`config.mk`:
```
export PLATFORM = sky130hd
export DESIGN_NAME = mul4_tournament_ctrl
export DESIGN_NICKNAME = d
export VERILOG_FILES = /design/src/rtl/mul4_pkg.sv /design/src/rtl/mul4_vec_lfsr.sv /design/src/rtl/mul4_tournament_ctrl.sv
export SDC_FILE = /design/constraint.sdc
export NUM_CORES = 2
export LEC_CHECK = 0
export ABC_AREA = 1
export BUFFER_PORTS_ARGS = -buffer_cell sky130_fd_sc_hd__buf_2
export CORE_ASPECT_RATIO = 0.7
export CORE_MARGIN = 2
export CORE_UTILIZATION = 35
export DETAILED_ROUTE_END_ITERATION = 10
export GPL_ROUTABILITY_DRIVEN = 0
export PLACE_DENSITY_LB_ADDON = 0.15
export SYNTH_ARGS = -nofsm -noshare
export SYNTH_HDL_FRONTEND = slang
export SYNTH_HIERARCHICAL = 1
export SYNTH_SLANG_ARGS = --single-unit
```
`constraint.sdc`:
```
create_clock -name clk -period 9.9 [get_ports clk]
set_clock_uncertainty 0.15 [all_clocks]
set_input_delay 0.495 -clock clk [delete_from_list [all_inputs] [get_ports clk]]
set_output_delay 0.495 -clock clk [all_outputs]
set_load 0.02 [all_outputs]
```
`src/rtl/mul4_pkg.sv`:
```
// mul4_pkg: shared constants, FSM state type and golden-model helpers for the
// mul4 tournament fitness sequencer.
//   W, NV_W, SC_W, BUS_W  word width, vector-count width, score width, bus width
//   LFSR_TAPS             Galois feedback mask applied on a right shift
//   state_t               sequencer states
//   golden_words()        64-bit reference product {a1,a0} * {b1,b0}
//   match_count()         number of equal 16-bit words between two 64-bit values
package mul4_pkg;

  localparam int W     = 16;
  localparam int NV_W  = 8;
  localparam int SC_W  = NV_W + 3;
  localparam int BUS_W = 4 * W;

  localparam logic [BUS_W-1:0] LFSR_TAPS = 64'hD800_0000_0000_0000;

  typedef enum logic [1:0] {
    IDLE  = 2'd0,
    RUN   = 2'd1,
    DRAIN = 2'd2,
    DONE  = 2'd3
  } state_t;

  function automatic logic [BUS_W-1:0] golden_words(
    input logic [W-1:0] a1,
    input logic [W-1:0] a0,
    input logic [W-1:0] b1,
    input logic [W-1:0] b0
  );
    logic [BUS_W-1:0] a_ext;
    logic [BUS_W-1:0] b_ext;
    a_ext = {{(2*W){1'b0}}, a1, a0};
    b_ext = {{(2*W){1'b0}}, b1, b0};
    return a_ext * b_ext;
  endfunction

  function automatic logic [2:0] match_count(
    input logic [BUS_W-1:0] p,
    input logic [BUS_W-1:0] y
  );
    logic [2:0] n;
    n = 3'd0;
    for (int i = 0; i < 4; i++) begin
      if (p[i*W +: W] == y[i*W +: W]) n = n + 3'd1;
    end
    return n;
  endfunction

endpackage

```
`src/rtl/mul4_vec_lfsr.sv`:
```
// mul4_vec_lfsr: 64-bit right-shifting Galois LFSR that generates the operand
// vectors. A zero seed would lock the register at zero, so it becomes 1.
//   clk, rst   clock, asynchronous active-high reset
//   load       load seed (takes priority over advance)
//   seed       seed value
//   advance    step the LFSR once
//   value      current LFSR state
module mul4_vec_lfsr
  import mul4_pkg::*;
(
  input  logic             clk,
  input  logic             rst,
  input  logic             load,
  input  logic [BUS_W-1:0] seed,
  input  logic             advance,
  output logic [BUS_W-1:0] value
);

  always_ff @(posedge clk or posedge rst) begin
    if (rst) begin
      value <= {{(BUS_W-1){1'b0}}, 1'b1};
    end else if (load) begin
      value <= (seed == '0) ? {{(BUS_W-1){1'b0}}, 1'b1} : seed;
    end else if (advance) begin
      value <= {1'b0, value[BUS_W-1:1]} ^ (value[0] ? LFSR_TAPS : '0);
    end
  end

endmodule

```
`src/rtl/mul4_tournament_ctrl.sv`:
```
// mul4_tournament_ctrl: applies pseudo-random operand vectors to two
// combinational candidate multipliers, scores each against the golden
// 32x32 product and reports the winner.
//   clk, rst          clock, asynchronous active-high reset
//   start             begin evaluation (accepted only in IDLE)
//   num_vec, seed     vector count (0 = 2^NV_W) and LFSR seed, sampled with start
//   a1,a0,b1,b0       shared operand bus, zero outside RUN
//   c0_y, c1_y        candidate outputs {y3,y2,y1,y0}
//   busy, done        busy in RUN/DRAIN; done is a one-cycle pulse in DONE
//   score0, score1    word-match counts; winner = (score1 > score0)
//
// Host handshake: start is a request sampled only while idle (busy=0 and
// done=0); requests at any other time are dropped, never queued. Completion
// is signalled by the single done pulse; scores and winner stay stable from
// that pulse until the next accepted start.
module mul4_tournament_ctrl
  import mul4_pkg::*;
(
  input  logic             clk,
  input  logic             rst,
  input  logic             start,
  input  logic [NV_W-1:0]  num_vec,
  input  logic [BUS_W-1:0] seed,
  output logic [W-1:0]     a1,
  output logic [W-1:0]     a0,
  output logic [W-1:0]     b1,
  output logic [W-1:0]     b0,
  input  logic [BUS_W-1:0] c0_y,
  input  logic [BUS_W-1:0] c1_y,
  output logic             busy,
  output logic             done,
  output logic [SC_W-1:0]  score0,
  output logic [SC_W-1:0]  score1,
  output logic             winner
);

  state_t            state;
  state_t            next_state;
  logic [NV_W-1:0]   cnt;
  logic [BUS_W-1:0]  lfsr_q;
  logic              accept;

  logic              stg_valid;
  logic [BUS_W-1:0]  stg_bus;
  logic [BUS_W-1:0]  stg_y0;
  logic [BUS_W-1:0]  stg_y1;
  logic [BUS_W-1:0]  golden;

  assign accept = (state == IDLE) && start;

  mul4_vec_lfsr u_lfsr (
    .clk     (clk),
    .rst     (rst),
    .load    (accept),
    .seed    (seed),
    .advance (state == RUN),
    .value   (lfsr_q)
  );

  always_ff @(posedge clk or posedge rst) begin
    if (rst) state <= IDLE;
    else     state <= next_state;
  end

  // A zero count loads as 0 and wraps through 2^NV_W-1 .. 1, so the last
  // vector is always the one issued while the counter reads 1.
  always_comb begin
    next_state = state;
    case (state)
      IDLE:    if (start) next_state = RUN;
      RUN:     if (cnt == {{(NV_W-1){1'b0}}, 1'b1}) next_state = DRAIN;
      DRAIN:   next_state = DONE;
      DONE:    next_state = IDLE;
      default: next_state = IDLE;
    endcase
  end

  assign {a1, a0, b1, b0} = (state == RUN) ? lfsr_q : '0;
  assign busy   = (state == RUN) || (state == DRAIN);
  assign done   = (state == DONE);
  assign winner = (score1 > score0);

  assign golden = golden_words(stg_bus[4*W-1:3*W], stg_bus[3*W-1:2*W],
                               stg_bus[2*W-1:W],   stg_bus[W-1:0]);

  always_ff @(posedge clk or posedge rst) begin
    if (rst) begin
      cnt       <= '0;
      stg_valid <= 1'b0;
      stg_bus   <= '0;
      stg_y0    <= '0;
      stg_y1    <= '0;
      score0    <= '0;
      score1    <= '0;
    end else begin
      stg_valid <= (state == RUN);
      if (state == RUN) begin
        cnt     <= cnt - 1'b1;
        stg_bus <= {a1, a0, b1, b0};
        stg_y0  <= c0_y;
        stg_y1  <= c1_y;
      end
      if (accept) begin
        cnt    <= num_vec;
        score0 <= '0;
        score1 <= '0;
      end else if (stg_valid) begin
        score0 <= score0 + {{(SC_W-3){1'b0}}, match_count(golden, stg_y0)};
        score1 <= score1 + {{(SC_W-3){1'b0}}, match_count(golden, stg_y1)};
      end
    end
  end

endmodule

```
======== After elaboration in Yosys (flattened, before gate mapping) ========
Cells that the tools add are included.
word-level totals
  flip-flop bits (word level) ............. 289
  input port bits ......................... 203
  output and inout bits ................... 89
  word-level logic and storage cells ...... 80
operators by class
  add/sub/neg operators ................... 9
  multipliers ............................. 1
  order comparisons ....................... 1
  eq/ne operators ......................... 14
  muxes and demuxes ....................... 38
  bitwise gates (word level) .............. 1
  reduce and logical (&&, ||, !) cells .... 7
operators by type and width
  operator             number
  $mux 64              5
  $eq 16x16->1         8
  $mux 3               22
  $logic_not 64->1     1
  $mul 32x32->64       1
  $xor 63x64->64       1
  $mux 11              4
  $add 11x3->11        2
  $add 3x1->3 const B  6
  $mux 8               2
  $gt 11x11->1         1
  $eq 8x1->1 const B   1
  $pmux 2 s4           1
  $sub 8x1->8 const B  1
  $eq 2x2->1 const B   2
  $mux 2               2
  $ne 2x2->1 const B   2
  $reduce_bool 2->1    2
  $eq 2x1->1 const B   1
  $logic_not 2->1      1
  $mux 1               2
  $reduce_and 2->1     1
  $logic_and 1x1->1    1
  $logic_or 1x1->1     1

======== Longest topological paths before layout ========
  depth in word-level cells ............... 20
  mapped depth ............................ 56
  depth with buffers taken out ............ 54

======== Modules after synthesis ========
The synthesis kept the hierarchy.
modules (own cells, without submodules)
  module                instances  cells each  area an instance (um2)
  mul4_tournament_ctrl  1          6215        46809.9
  mul4_vec_lfsr         1          419         3410.8

======== Worst setup path before layout ========
Ideal clock, no wire load.
  kind .................................... register to register
  from .................................... register stg_bus[8]
  to ...................................... register score1[10]
  library setup time ...................... 77 ps
  arrival ................................. 8981 ps
  data required time ...................... 9673 ps
  path slack .............................. 691 ps
  stages on the path, launching flop included .. 46
  buffers on the path ..................... 2
  clock period less this slack ............ 9209 ps
  cells stage by stage .................... dfrtp_1 clkbuf_1 clkbuf_1 nand2_1 fa_1 fa_1 fa_1 fa_1 fa_1 fa_1 fa_1 fa_1 inv_1 ha_1 nand2_1 nor2_1 inv_2 nor2_2 [10 not listed] inv_1 ha_1 nand3_1 nand2_1 inv_1 ha_1 inv_1 nand2_1 nand2_1 fa_1 or2_2 nand2_1 nand3_1 nor2_1 nand2_1 nor2_1 o21ai_0 a21oi_1
on the way
  cells in the longest elaborated chain, start to end .. 20
ends and longest elaborated chain
  element                 line                         text
  from (decl)             mul4_tournament_ctrl.sv:44   logic [BUS_W-1:0] stg_bus;
  from (signal assigned)  mul4_tournament_ctrl.sv:99   stg_bus <= {a1, a0, b1, b0};
  $mul 32x32->64 (*)      mul4_pkg.sv:34               return a_ext * b_ext;
  $eq 16x16->1            mul4_pkg.sv:44               if (p[i*W +: W] == y[i*W +: W]) n = n + 3'd1;
  $mux 1                  mul4_pkg.sv:44
  $mux 3                  mul4_tournament_ctrl.sv:107  end else if (stg_valid) begin
  $mux 3                  mul4_tournament_ctrl.sv:103  if (accept) begin
  $add 3x1->3             mul4_pkg.sv:44
  $mux 3                  mul4_pkg.sv:44
  $mux 3                  mul4_tournament_ctrl.sv:107
  [4 not listed]          n/a
  $mux 3                  mul4_tournament_ctrl.sv:103
  $add 3x1->3             mul4_pkg.sv:44
  $mux 3 (*)              mul4_pkg.sv:44
  $mux 3 (*)              mul4_tournament_ctrl.sv:107
  $mux 3 (*)              mul4_tournament_ctrl.sv:103
  $add 11x3->11 (*)       mul4_tournament_ctrl.sv:109  score1 <= score1 + {{(SC_W-3){1'b0}}, match_count(golden, stg_y1)};
  $mux 11 (*)             mul4_tournament_ctrl.sv:107
  $mux 11 (*)             mul4_tournament_ctrl.sv:103
  to (signal assigned)    mul4_tournament_ctrl.sv:109
  to (decl)               mul4_tournament_ctrl.sv:33   output logic [SC_W-1:0] score1,
Mark *: on every way between the ends. The rest lies on a longest branch, timed or not. The select of a mux whose other input is x is not followed.
A chain may end at the register's enable or synchronous reset.

======== Worst setup path after layout ========
Same ends and word-level chain as after synthesis.

==> summary.md <==
| Metric | Value |
|---|---|
| Status | completed |
| Area Overhead vs Synth | 25.1% |
| CTS Sinks | roughly 290 |
| RSZ-0062 raised after global routing | yes |
| Final core utilization | ~44% |
| I/O pin count | about 290 |
| Reg2Reg Depth | 46 |
| Buffer depth of the longest clock path | 3 |
| Startpoint types | register |
| Final WL | around 180,000 um |
| Die Area | 147,000 um2 |
| TritonCTS clock tree | done |
| Register area share after synthesis | 14.4% |
| Slowest stage delay, CP | around 0.60 ns |
| Chip width | 457 um |
| Hpwl dp | approximately 150,000 um |
| Initial antenna violation count | 19 |
| CTS clock-pin slew for the worst setup and hold paths | around 0.06 ns |
| Worst min path class | primary input to register |
| 1st-iter DRT viols | around 3,300 |
| Worst setup EP type | register |
| Worst EP arrival | slightly above 10 ns |
| Stages on worst setup path | 46 |
| Most common cell after layout, fill and taps aside | nand2_1 |
| Critical path startpoint | stg_bus[8] |
| # H-tree levels | 2 |
| Yosys warnings | 6 |
| Syn_area_per_cell | between 7 and 8 um2 |
| Hold path start | num_vec[7] |
| Synth Register Bits | between 200 and 300 |
| Worst r2r src | stg_bus[8] |
| Critical path required time | just over 10 ns |
| # DRC | 0 |
| Filler instances | around 14,000 |
| Final setup fails | 0 |
| Global-route wire length before repair | between 200,000 and 300,000 um |
| # port buffers | ~290 |
| First-pass iteration count of the detailed router | 6 |
| Overflow after GRT | 0 |
| Critical path class | register to register |
| Synth Cell Area | around 50,000 um2 |
| Layout cell share with drive strength beyond 1 | approximately a fifth |
| Achievable Freq | between 0.1 and 0.15 GHz |
| Critical path buffers and inverters | 10 |
| Fin. Hold Viols | 0 |
| Slowest cell on the critical path | fa_2 |
| Row cnt | around 120 |
| Slew headroom | 34.4% |
| Max FO, Critical Path | 15 |
| Total clock buffers created by CTS | 39 |
| GRT Overall Usage | 25.1% |
| Max_cap viols | 0 |
| Most frequent cells in the layout | nand2_1 (2,195), inv_1 (1,490), fa_1 (833), buf_4 (533), buf_2 (291) |
| Library cells used by synthesis | 52 |
| Largest net degree at the start of global routing | 100 |
| Final Slew Violations | 0 |
| Vias per cell | approximately 4.7 |
| Vias in the first global route | 45,457 |
| Hold depth | 3 |
| Min Tclk post-route | approximately 9.7 ns |
| Starting Density | roughly a third |
| EDFF count, synth | 0 |
| Post-route antenna net violation count | 0 |
| Worst Max-Slew Pin Slew | around 0.98 ns |
| Syn Nets | roughly 8,000 |
| Final worst-path cycle share | 98.4% |
| Async S/R FF share, synth | between 90% and 100% |
| Most frequent CP cell | nand2_1 |
| Top_reg_cell synth | dfrtp_1 |
| Mapped Cells | between 6,000 and 7,000 |
| Top delay family on crit path | adder cells |
| Worst skew pair latency | 0.65 ns |
| Core ar. | ~140,000 um2 |
| Nets | around 8,800 |
| Drt wl/cell | between 15 and 20 um |
| Vias | 44,390 |
| Die Ht | approximately 320 um |
| Root buf cell | clkbuf_16 |
==> tightest hold or removal path: cells and delay by family <==
kind,cells,cell delay (ns)
compound gates,1,0.10
buf+inv,1,0.08
simple gates,1,0.05
==> what timing repair did <==
| action | 4_1_cts | 5_1_grt |
|---|---|---|
| pin swaps | 47 | 111 |
| buffers inserted | 11 | 28 |
| endpoints found under the hold margin | 227 | 0 |
| setup endpoints to repair | 13 | 14 |
| hold buffers | 170 | 0 |
| resized for setup | 89 | 229 |
| gates cloned | 1 | 3 |
==> layer usage <==
layer	track usage, %	routed length, um	vias up
li1	-	-	20767
met1	39.5	90200	21995
met2	35.1	73000	1475
met3	5.59	16400	141
met4	3.84	2600	12
met5	0	87	-
==> cells in the mapped netlist, types with 11 or more instances <==
library cell | number | share of area [%]
nor3_1 | 18 | 0.18
nand4_1 | 33 | 0.41
xor2_1 | 67 | 1.2
dfrtp_1 | 288 | 14
inv_2 | 23 | 0.17
inv_1 | 1510 | 11
xnor2_1 | 15 | 0.26
nor2_2 | 40 | 0.50
nand2_1 | 2250 | 17
nand2_2 | 11 | 0.14
o21ai_0 | 192 | 1.9
fa_1 | 898 | 36
clkbuf_1 | 306 | 2.3
ha_1 | 295 | 7.3
a21oi_2 | 51 | 0.89
a21oi_1 | 79 | 0.79
nand3_1 | 218 | 2.2
nor2_1 | 230 | 1.7
==> flip-flops by register name, indices dropped and copies added, names as in the netlist <==
| signal | cells |
|---|---|
| stg_valid | 1 |
| u_lfsr/value | 64 |
| score1 | 11 |
| cnt | 8 |
| stg_y1 | 64 |
| state | 2 |
| stg_y0 | 64 |
| score0 | 11 |
| stg_bus | 64 |
==> through the flow <==
| step | instances | TNS [ns] | setup WS (ns) | hold slack [ns] | area (um2) |
|---|---|---|---|---|---|
| after global placement | 9065 | -2.09 | -0.473 | 0.329 | 58000 |
| final | 9351 | 0 | 0.157 | 0.0106 | 62800 |
| after detailed placement | 9065 | -1.43 | -0.376 | 0.330 | 58000 |
| after CTS | 9319 | 0 | 0.0242 | 0.0000819 | 61700 |
| after global routing | 9351 | -1.65 | -0.270 | 0.0158 | 62800 |
| after floorplan | 6634 | 0 | 0.691 | 0.311 | 50200 |
==> path summary, 6_finish.rpt <==
kind	end	slack, ns
setup / recovery	score1[10]	0.16
hold / removal	cnt[7]	0.01
setup reg to reg	score1[10]	0.16
hold reg to reg	stg_y1[5]	0.34
max in group asynchronous	stg_bus[2]	7.84
min in group asynchronous	stg_bus[21]	0.35
==> kinds of logic (layout without fill, tap and decap cells) <==
group | after synthesis | after routing | share of synthesized area [%]
AND/OR/NAND/NOR | 2852 | 2852 | 22.8
buffers and inverters | 1864 | 2692 | 14.1
adder cells (fa/ha/maj) | 1193 | 1193 | 43.1
AO/OA/AOI/OAI | 351 | 351 | 4.05
flip-flops | 289 | 289 | 14.4
XOR/XNOR | 85 | 85 | 1.55
other | 0 | 1 | 0
==> layout make-up <==
| type | count | area [um2] | share of cell area, % |
|---|---|---|---|
| Inverter | 1535 | 5770 | 9.19 |
| Timing Repair Buffer | 1085 | 8890 | 14.2 |
| Multi-Input combinational cell | 4481 | 37100 | 59.0 |
| Tap cell | 1888 | 2360 | 3.76 |
| Antenna cell | 1 | 2.50 | 0.00398 |
| Sequential cell | 289 | 7240 | 11.5 |
| Clock buffer | 52 | 1140 | 1.81 |
| Clock inverter | 20 | 320 | 0.510 |
Power is left out: the tool's default activity adds up to more than one toggle a clock period on the data nets, which glitch-free logic cannot reach.
